**src/rtl/sobel_filter.sv**
```systemverilog
// Three-stage Sobel gradient magnitude with thresholded edge flag.
// Frame-border windows are blanked, and syncs are delayed to match the data path.
module sobel_filter #(
   parameter int WIDTH  = 10,
   parameter int HEIGHT = 5
) (
   input  logic        clk,
   input  logic        rst,
   input  logic [7:0]  pixel_in1,
   input  logic [7:0]  pixel_in2,
   input  logic [7:0]  pixel_in3,
   input  logic [7:0]  pixel_in4,
   input  logic [7:0]  pixel_in5,
   input  logic [7:0]  pixel_in6,
   input  logic [7:0]  pixel_in7,
   input  logic [7:0]  pixel_in8,
   input  logic [7:0]  pixel_in9,
   input  logic        hsync_in,
   input  logic        vsync_in,
   input  logic        de_in,
   input  logic [10:0] threshold,
   output logic [7:0]  pixel_out,
   output logic        edge_out,
   output logic        hsync_out,
   output logic        vsync_out,
   output logic        de_out
);

   localparam int CW = (WIDTH > 1) ? $clog2(WIDTH) : 1;
   localparam int RW = (HEIGHT > 1) ? $clog2(HEIGHT) : 1;
   localparam logic [CW-1:0] COL_LAST = CW'(WIDTH - 1);
   localparam logic [RW-1:0] ROW_LAST = RW'(HEIGHT - 1);

   logic [CW-1:0] col;
   logic [RW-1:0] row;

   logic [10:0]        gx_pos, gx_neg, gy_pos, gy_neg;
   logic signed [10:0] gx0, gy0;
   logic               border0;

   logic signed [10:0] gx1, gy1;
   logic               hs1, vs1, de1, bd1;

   logic [9:0]         abs_gx, abs_gy;
   logic [9:0]         ax2, ay2;
   logic               hs2, vs2, de2, bd2;

   logic [10:0]        mag;
   logic               blank;

   // The centre pixel p5 has zero weight in both kernels.
   assign gx_pos = {3'b0, pixel_in3} + {2'b0, pixel_in6, 1'b0} + {3'b0, pixel_in9};
   assign gx_neg = {3'b0, pixel_in1} + {2'b0, pixel_in4, 1'b0} + {3'b0, pixel_in7};
   assign gy_pos = {3'b0, pixel_in7} + {2'b0, pixel_in8, 1'b0} + {3'b0, pixel_in9};
   assign gy_neg = {3'b0, pixel_in1} + {2'b0, pixel_in2, 1'b0} + {3'b0, pixel_in3};
   assign gx0    = signed'(gx_pos - gx_neg);
   assign gy0    = signed'(gy_pos - gy_neg);

   // A window that arrives together with vsync sits at col 0, row 0.
   assign border0 = de_in & (vsync_in | (col == '0) | (col == COL_LAST) |
                             (row == '0) | (row == ROW_LAST));

   always_ff @(posedge clk or negedge rst) begin
      if (!rst) begin
         col <= '0;
         row <= '0;
      end else if (vsync_in) begin
         col <= '0;
         row <= '0;
      end else if (de_in) begin
         if (col == COL_LAST) begin
            col <= '0;
            row <= (row == ROW_LAST) ? '0 : row + 1'b1;
         end else begin
            col <= col + 1'b1;
         end
      end
   end

   always_ff @(posedge clk or negedge rst) begin
      if (!rst) begin
         gx1 <= '0;
         gy1 <= '0;
         hs1 <= 1'b0;
         vs1 <= 1'b0;
         de1 <= 1'b0;
         bd1 <= 1'b0;
      end else begin
         gx1 <= gx0;
         gy1 <= gy0;
         hs1 <= hsync_in;
         vs1 <= vsync_in;
         de1 <= de_in;
         bd1 <= border0;
      end
   end

   // |G| never exceeds 1020, so the low ten bits of the two's complement suffice.
   assign abs_gx = gx1[10] ? 10'(~gx1[9:0] + 10'd1) : gx1[9:0];
   assign abs_gy = gy1[10] ? 10'(~gy1[9:0] + 10'd1) : gy1[9:0];

   always_ff @(posedge clk or negedge rst) begin
      if (!rst) begin
         ax2 <= '0;
         ay2 <= '0;
         hs2 <= 1'b0;
         vs2 <= 1'b0;
         de2 <= 1'b0;
         bd2 <= 1'b0;
      end else begin
         ax2 <= abs_gx;
         ay2 <= abs_gy;
         hs2 <= hs1;
         vs2 <= vs1;
         de2 <= de1;
         bd2 <= bd1;
      end
   end

   assign mag   = {1'b0, ax2} + {1'b0, ay2};
   assign blank = ~de2 | bd2;

   always_ff @(posedge clk or negedge rst) begin
      if (!rst) begin
         pixel_out <= '0;
         edge_out  <= 1'b0;
         hsync_out <= 1'b0;
         vsync_out <= 1'b0;
         de_out    <= 1'b0;
      end else begin
         pixel_out <= blank ? 8'd0 : ((|mag[10:8]) ? 8'hFF : mag[7:0]);
         edge_out  <= ~blank & (mag >= threshold);
         hsync_out <= hs2;
         vsync_out <= vs2;
         de_out    <= de2;
      end
   end

endmodule

```
**config.mk**
```make
export PLATFORM = sky130hd
export DESIGN_NAME = sobel_filter
export DESIGN_NICKNAME = d
export VERILOG_FILES = /design/src/rtl/sobel_filter.sv
export SDC_FILE = /design/constraint.sdc
export NUM_CORES = 1
export LEC_CHECK = 0
export ABC_AREA = 0
export ABC_CLOCK_PERIOD_IN_PS = 3450
export CORE_MARGIN = 4
export CORE_UTILIZATION = 54
export CTS_CLUSTER_SIZE = 14
export DETAILED_ROUTE_END_ITERATION = 6
export PLACE_DENSITY = 0.88
export SYNTH_ARGS = -nofsm -noshare
export SYNTH_HDL_FRONTEND = slang
export SYNTH_SLANG_ARGS = --single-unit
```
**constraint.sdc**
```tcl
create_clock -name clk -period 3.45 [get_ports clk]
set_input_delay 1.035 -clock clk [delete_from_list [all_inputs] [get_ports clk]]
set_output_delay 1.035 -clock clk [all_outputs]
set_load 0.005 [all_outputs]
```
# Word level (Yosys, flattened, before mapping)
# Cells that the tools add are included.
# classes
n_addsub	15
n_mul	0
div_mod_pow	0
magnitude_cmp	1
n_eq_ne	2
n_shift	0
muxes	11
n_bitwise	11
n_reduce_logical	6
# op_table
op	count
10-bit by 8-bit adder with 11-bit output	4
8-bit by 9-bit adder with 10-bit output	4
11-bit subtractor	2
10-bit by 1-bit adder with 10-bit output, second input constant	2
10-bit 2-to-1 mux	2
10-bit NOT	2
8-bit 2-to-1 mux	2
3-bit 2-to-1 mux	4
4-bit 2-to-1 mux	3
10-bit by 10-bit adder with 11-bit output	1
11-bit greater-or-equal comparator	1
1-bit bitwise OR	5
4-bit by 1-bit adder with 4-bit output, second input constant	1
4-bit == test, second input constant	1
4-bit logical NOT	1
2-bit nonzero test	2
3-bit by 1-bit adder with 3-bit output, second input constant	1
3-bit == test, second input constant	1
3-bit logical NOT	1
3-bit OR reduction	1
1-bit bitwise AND	2
1-bit NOT	2
2-bit AND reduction	1
# totals
register_bits	69
latch_bits	0
ramBits	0
mem_bits_ro	0
inputBits	88
output_inout_bits	12
elab_cells	65
memories	0

# Logic depth before layout (Yosys ltp)
# depth
depth_word	6
ltp_mapped	15
ltp_nobuf	15

# Worst setup path after synthesis
# No wires, ideal clock.
# synth_timing
path_kind	input to register
start	input pixel_in1[2]
end	register gx1[8]
setup_time_ns	0.080
arrival_time_ns	3.874
required_ns	3.370
path_slack_ns	-0.504
cell_stages	12
n_path_buf	0
path_cell_list	inv_1 fa_1 fa_1 inv_1 fa_1 inv_1 ha_1 a21o_1 a21oi_1 o211ai_1 a21oi_1 xnor2_1
# synth_via
elab_chain_len	3
# synth_lines
element	line	rtl
start: declaration	9	input logic [7:0] pixel_in1,
8-bit by 9-bit adder with 10-bit output	53	assign gx_neg = {3'b0, pixel_in1} + {2'b0, pixel_in4, 1'b0} + {3'b0, pixel_in7};
10-bit by 8-bit adder with 11-bit output	53	
11-bit subtractor	56	assign gx0 = signed'(gx_pos - gx_neg);
via gx0[8]	38	logic signed [10:0] gx0, gy0;
end signal: assignment	89	gx1 <= gx0;
end: declaration	41	logic signed [10:0] gx1, gy1;
# The timed path passes the listed nets, and every way through them passes these cells.
# A chain may end at the register's enable or synchronous reset.

# Final worst setup path
# layout_timing
start	input pixel_in9[1]
end	register gy1[9]
# layout_via
elab_chain_len	2
# layout_lines
element	line	rtl
start: declaration	17	input logic [7:0] pixel_in9,
10-bit by 8-bit adder with 11-bit output	54	assign gy_pos = {3'b0, pixel_in7} + {2'b0, pixel_in8, 1'b0} + {3'b0, pixel_in9};
11-bit subtractor	57	assign gy0 = signed'(gy_pos - gy_neg);
via gy0[9]	38	
end signal: assignment	90	gy1 <= gy0;
end: declaration	41	
# The timed path passes the listed nets, and every way through them passes these cells.

==> impl_table.tex <==
\begin{tabular}{lr}
\hline
Metric & Value \\
\hline
\multicolumn{2}{l}{\textbf{Logic synthesis}} \\
Flops \& latches, synth & 69 \\
Portion of the post-synthesis area used by sequential elements & 0.304 \\
Library cell occupying the most area in the post-synthesis netlist & dfrtp\_1 \\
Syn. warnings & 0 \\
Distinct cell type count after synthesis & 49 \\
Netlist area before placement & 5690 sq um \\
Flip-flop cell with the highest count after synthesis & dfrtp\_1 \\
Post-synthesis net count & between 700 and 800 \\
Async set-or-reset flop fraction in the synthesized netlist & 1.00 \\
Post-Syn Instances & 575 \\
Top-area cell type share of the netlist area & 0.304 \\
Number of enable flip-flop cells after synthesis & 0 \\
Synth top area cells & dfrtp\_1 30\%, fa\_1 22\%, ha\_1 11\%, inv\_1 11\%, xnor2\_1 5.4\% \\
Post-synthesis average cell area & 9.89 sq um \\
\multicolumn{2}{l}{\textbf{Global route}} \\
Global-route wire length before repair & roughly 21000 um \\
Antenna violations before repair & 0 \\
Sum of overflow across all layers after global routing & 0 \\
Pin count of the biggest net entering global routing & 70 \\
Number of global-route vias before repair & between 4000 and 5000 \\
Total global routing track utilization & 0.211 \\
\multicolumn{2}{l}{\textbf{Floorplanning}} \\
\# IOs & 100 \\
Die Ht & between 100 and 150 um \\
Starting density of the core & 0.553 \\
Die Area & 12200 sq um \\
Std-Cell Core Area & 10300 sq um \\
Chip Width & 111 um \\
Count of standard-cell rows & 37 \\
\multicolumn{2}{l}{\textbf{Clocking}} \\
Clock tree buffer depth & 2 \\
Clock insertion delay at the later pin of the skew report & between 0.3 and 0.4 ns \\
Root buf cell & clkbuf\_8 \\
Clock Sink Count & just under 70 \\
Clock tree from TritonCTS & yes \\
H-tree depth & 3 \\
Hold Buf Count CTS & 0 \\
Clock-pin slew of the registers on the worst-case setup and hold paths & 0.07 ns \\
Clock buffers created by TritonCTS & 9 \\
\multicolumn{2}{l}{\textbf{STA}} \\
Max Fclk & 265 MHz \\
Final clock period utilization by the worst path & 1.09 \\
Endpoints failing hold & 0 \\
Final worst slack & -0.318 ns \\
Relative slew slack & 0.453 \\
Clock tree skew after final layout & 0.00656 ns \\
Fin crit period & around 3.8 ns \\
Setup violations, final & 14 \\
Tightest Pin Transition & 0.821 ns \\
Count of final max-slew check failures & 0 \\
Unrepaired setup endpoints after global routing & yes \\
\multicolumn{2}{l}{\textbf{Place}} \\
Worst slack at placement & -1.16 ns \\
Global placement routability congestion & about 0.84 \\
DPL Wire Length & 9350 um \\
Count of port buffers added during placement & 91 \\
\multicolumn{2}{l}{\textbf{Critical path}} \\
Category of the critical setup timing path & input port to flip-flop \\
CP Capture Type & flip-flop \\
Arrival time reported for the critical path endpoint & 4.00 ns \\
Count of buffer and inverter cells on the critical path & 4 \\
Family of cells with the greatest summed delay on the critical path & adder cells \\
Maximum net fanout on the critical path & 3 \\
Critical Path Start Type & input port \\
Data required time at the worst endpoint & 3.68 ns \\
Max stage delay cell, worst path & fa\_1 \\
Worst setup slack for register-to-register paths & 0.70 ns \\
Crit-path max cell delay & 0.60 ns \\
Critical path, cell by cell & clkdlybuf4s15\_1, inv\_2, fa\_1, ha\_4, fa\_1, inv\_1, ha\_2, inv\_2, fa\_2, nor2b\_4, o21ai\_4, a21oi\_4, a21oi\_2, o311ai\_2 \\
\multicolumn{2}{l}{\textbf{Pwr}} \\
Post-route total power & 7.17 mW \\
Maximum vdd drop & between 0.4 and 0.5 mV \\
Leakage Power & 3.83 nW \\
P per Cell Area & $\sim$900 nW/um\^{}2 \\
\multicolumn{2}{l}{\textbf{Outcome}} \\
Violations in the final reports & negative setup slack \\
Status & finished with violations \\
\multicolumn{2}{l}{\textbf{Cells and area}} \\
Commonest non-fill, non-tap cells in the layout & 95 x inv\_1, 69 x inv\_2, 69 x dfrtp\_1 \\
Signed area change from the synthesized netlist to the final layout & 36.8\% \\
Commonest non-fill, non-tap cell in the layout & inv\_1 \\
Fill count & 621 \\
Fraction of final layout cells sized beyond drive strength 1 & 0.325 \\
Number of nets in the layout & just over 900 \\
Count of antenna diodes in the layout & 0 \\
\multicolumn{2}{l}{\textbf{Routing}} \\
First-pass iteration count of the detailed router & 5 \\
Average via count per standard cell & 5.14 \\
Average detailed-routed wire length per instance & 15.5 um \\
Wl on met1 & 4800 um \\
Highest routing layer actually used & met4 \\
Iter 0 DRT Violations & $\sim$200 \\
Detailed route wirelength on metal3 & 635 um \\
Met2 layer wire length in the routed design & 7450 um \\
Post-route antenna net violation count & 0 \\
Detailed Route WL & 13400 um \\
Count of vias placed by the detailed router & 4433 \\
Remaining DRCs & 0 \\
\multicolumn{2}{l}{\textbf{Hold path}} \\
Worst min-delay path category & flip-flop to flip-flop \\
\multicolumn{2}{l}{\textbf{Job}} \\
Reported max-cap violation count & 0 \\
\hline
\end{tabular}
cells by family after synthesis:
kind of cell	count (synthesis)	share of synthesized area
buf+inv	174	0.115
fa+ha+maj	115	0.336
compound gates	92	0.109
simple gates	88	0.0788
flops	69	0.304
xor+xnor	36	0.0554
mux	1	0.00198
through the flow:
step                hold WS [ns]  instance area [sq um]  setup TNS (ns)  utilization  std cells
finish                     0.347                   7780           -3.00        0.757        863
global route               0.355                   7780           -4.53        0.757        863
CTS                        0.349                   7560           -3.39        0.736        858
detailed placement         0.335                   7130          -16.25        0.694        833
global placement           0.333                   7130          -14.58        0.694        833
floorplan                  0.331                   5810           -2.80            -        575
timing repair:
item	4_1_cts	5_1_grt
endpoints found under the setup margin	18	16
setup buffers	11	7
pin swaps	97	89
cloned	0	0
resized for setup	178	102
synthesized netlist by cell type (2+ instances only):
cell type / count
a221o_1: 3
and2_1: 4
nor3_1: 2
o2bb2ai_1: 4
o21ai_1: 6
xnor2_1: 35
clkbuf_1: 4
a21oi_1: 20
o21ai_0: 12
o22ai_1: 4
a21o_1: 7
nand2_1: 33
o21a_1: 4
o211ai_1: 3
o31ai_1: 7
fa_1: 63
a22o_1: 2
or3_1: 4
dfrtp_1: 69
ha_1: 52
a31oi_1: 3
nor2b_1: 4
nand3_1: 4
a211oi_1: 3
a211o_1: 2
nor3b_1: 4
a311oi_1: 2
o311ai_1: 2
inv_1: 170
nor2_1: 17
nand2b_1: 8
area by class of cell:
cell class,count,area [sq um],area share
flip-flops and latches,69,1730,0.222
repair buffers,142,1250,0.161
inverters,170,678,0.0872
well taps,136,170,0.0219
clock buffers,12,145,0.0187
clock inverters,2,35.0,0.00450
multi-input cells,332,3770,0.485
worst reg2reg max path, delay by kind of cell (launching register included):
kind | cells | cell delay [ns]
XOR/XNOR | 1 | 0.12
buffers and inverters | 1 | 0.07
AO/OA/AOI/OAI | 4 | 0.76
flip-flops | 1 | 0.36
adder cells (fa/ha/maj) | 3 | 0.81
AND/OR/NAND/NOR | 3 | 0.51
layer usage:
metal,up-vias,global-route usage
met4,0,0.0903
li1,2087,-
met1,2152,0.227
met2,153,0.402
met3,41,0.0351
met5,-,0
flip-flops by register name (all words and copies together), names as in the netlist, 3 cells and up:
name,count
row,3
ay2,10
gx1,11
gy1,11
pixel_out,8
col,4
ax2,10
final timing paths:
kind	from	end	cells after the start
worst max-delay path	pixel_in9[1]	gy1[9]	14
worst min-delay path	bd1	bd2	0
worst max register to register	ax2[0]	edge_out	12
worst min register to register	bd1	bd2	0
max in group asynchronous	rst	pixel_out[7]	2
min in group asynchronous	rst	edge_out	2
power by group:
part           switching, mW  internal (mW)  total, mW
logic                   2.54           2.66       5.20
clock network          0.275          0.345      0.620
registers              0.198           1.15       1.35
No activity file was read; power rests on OpenSTA's default activity.
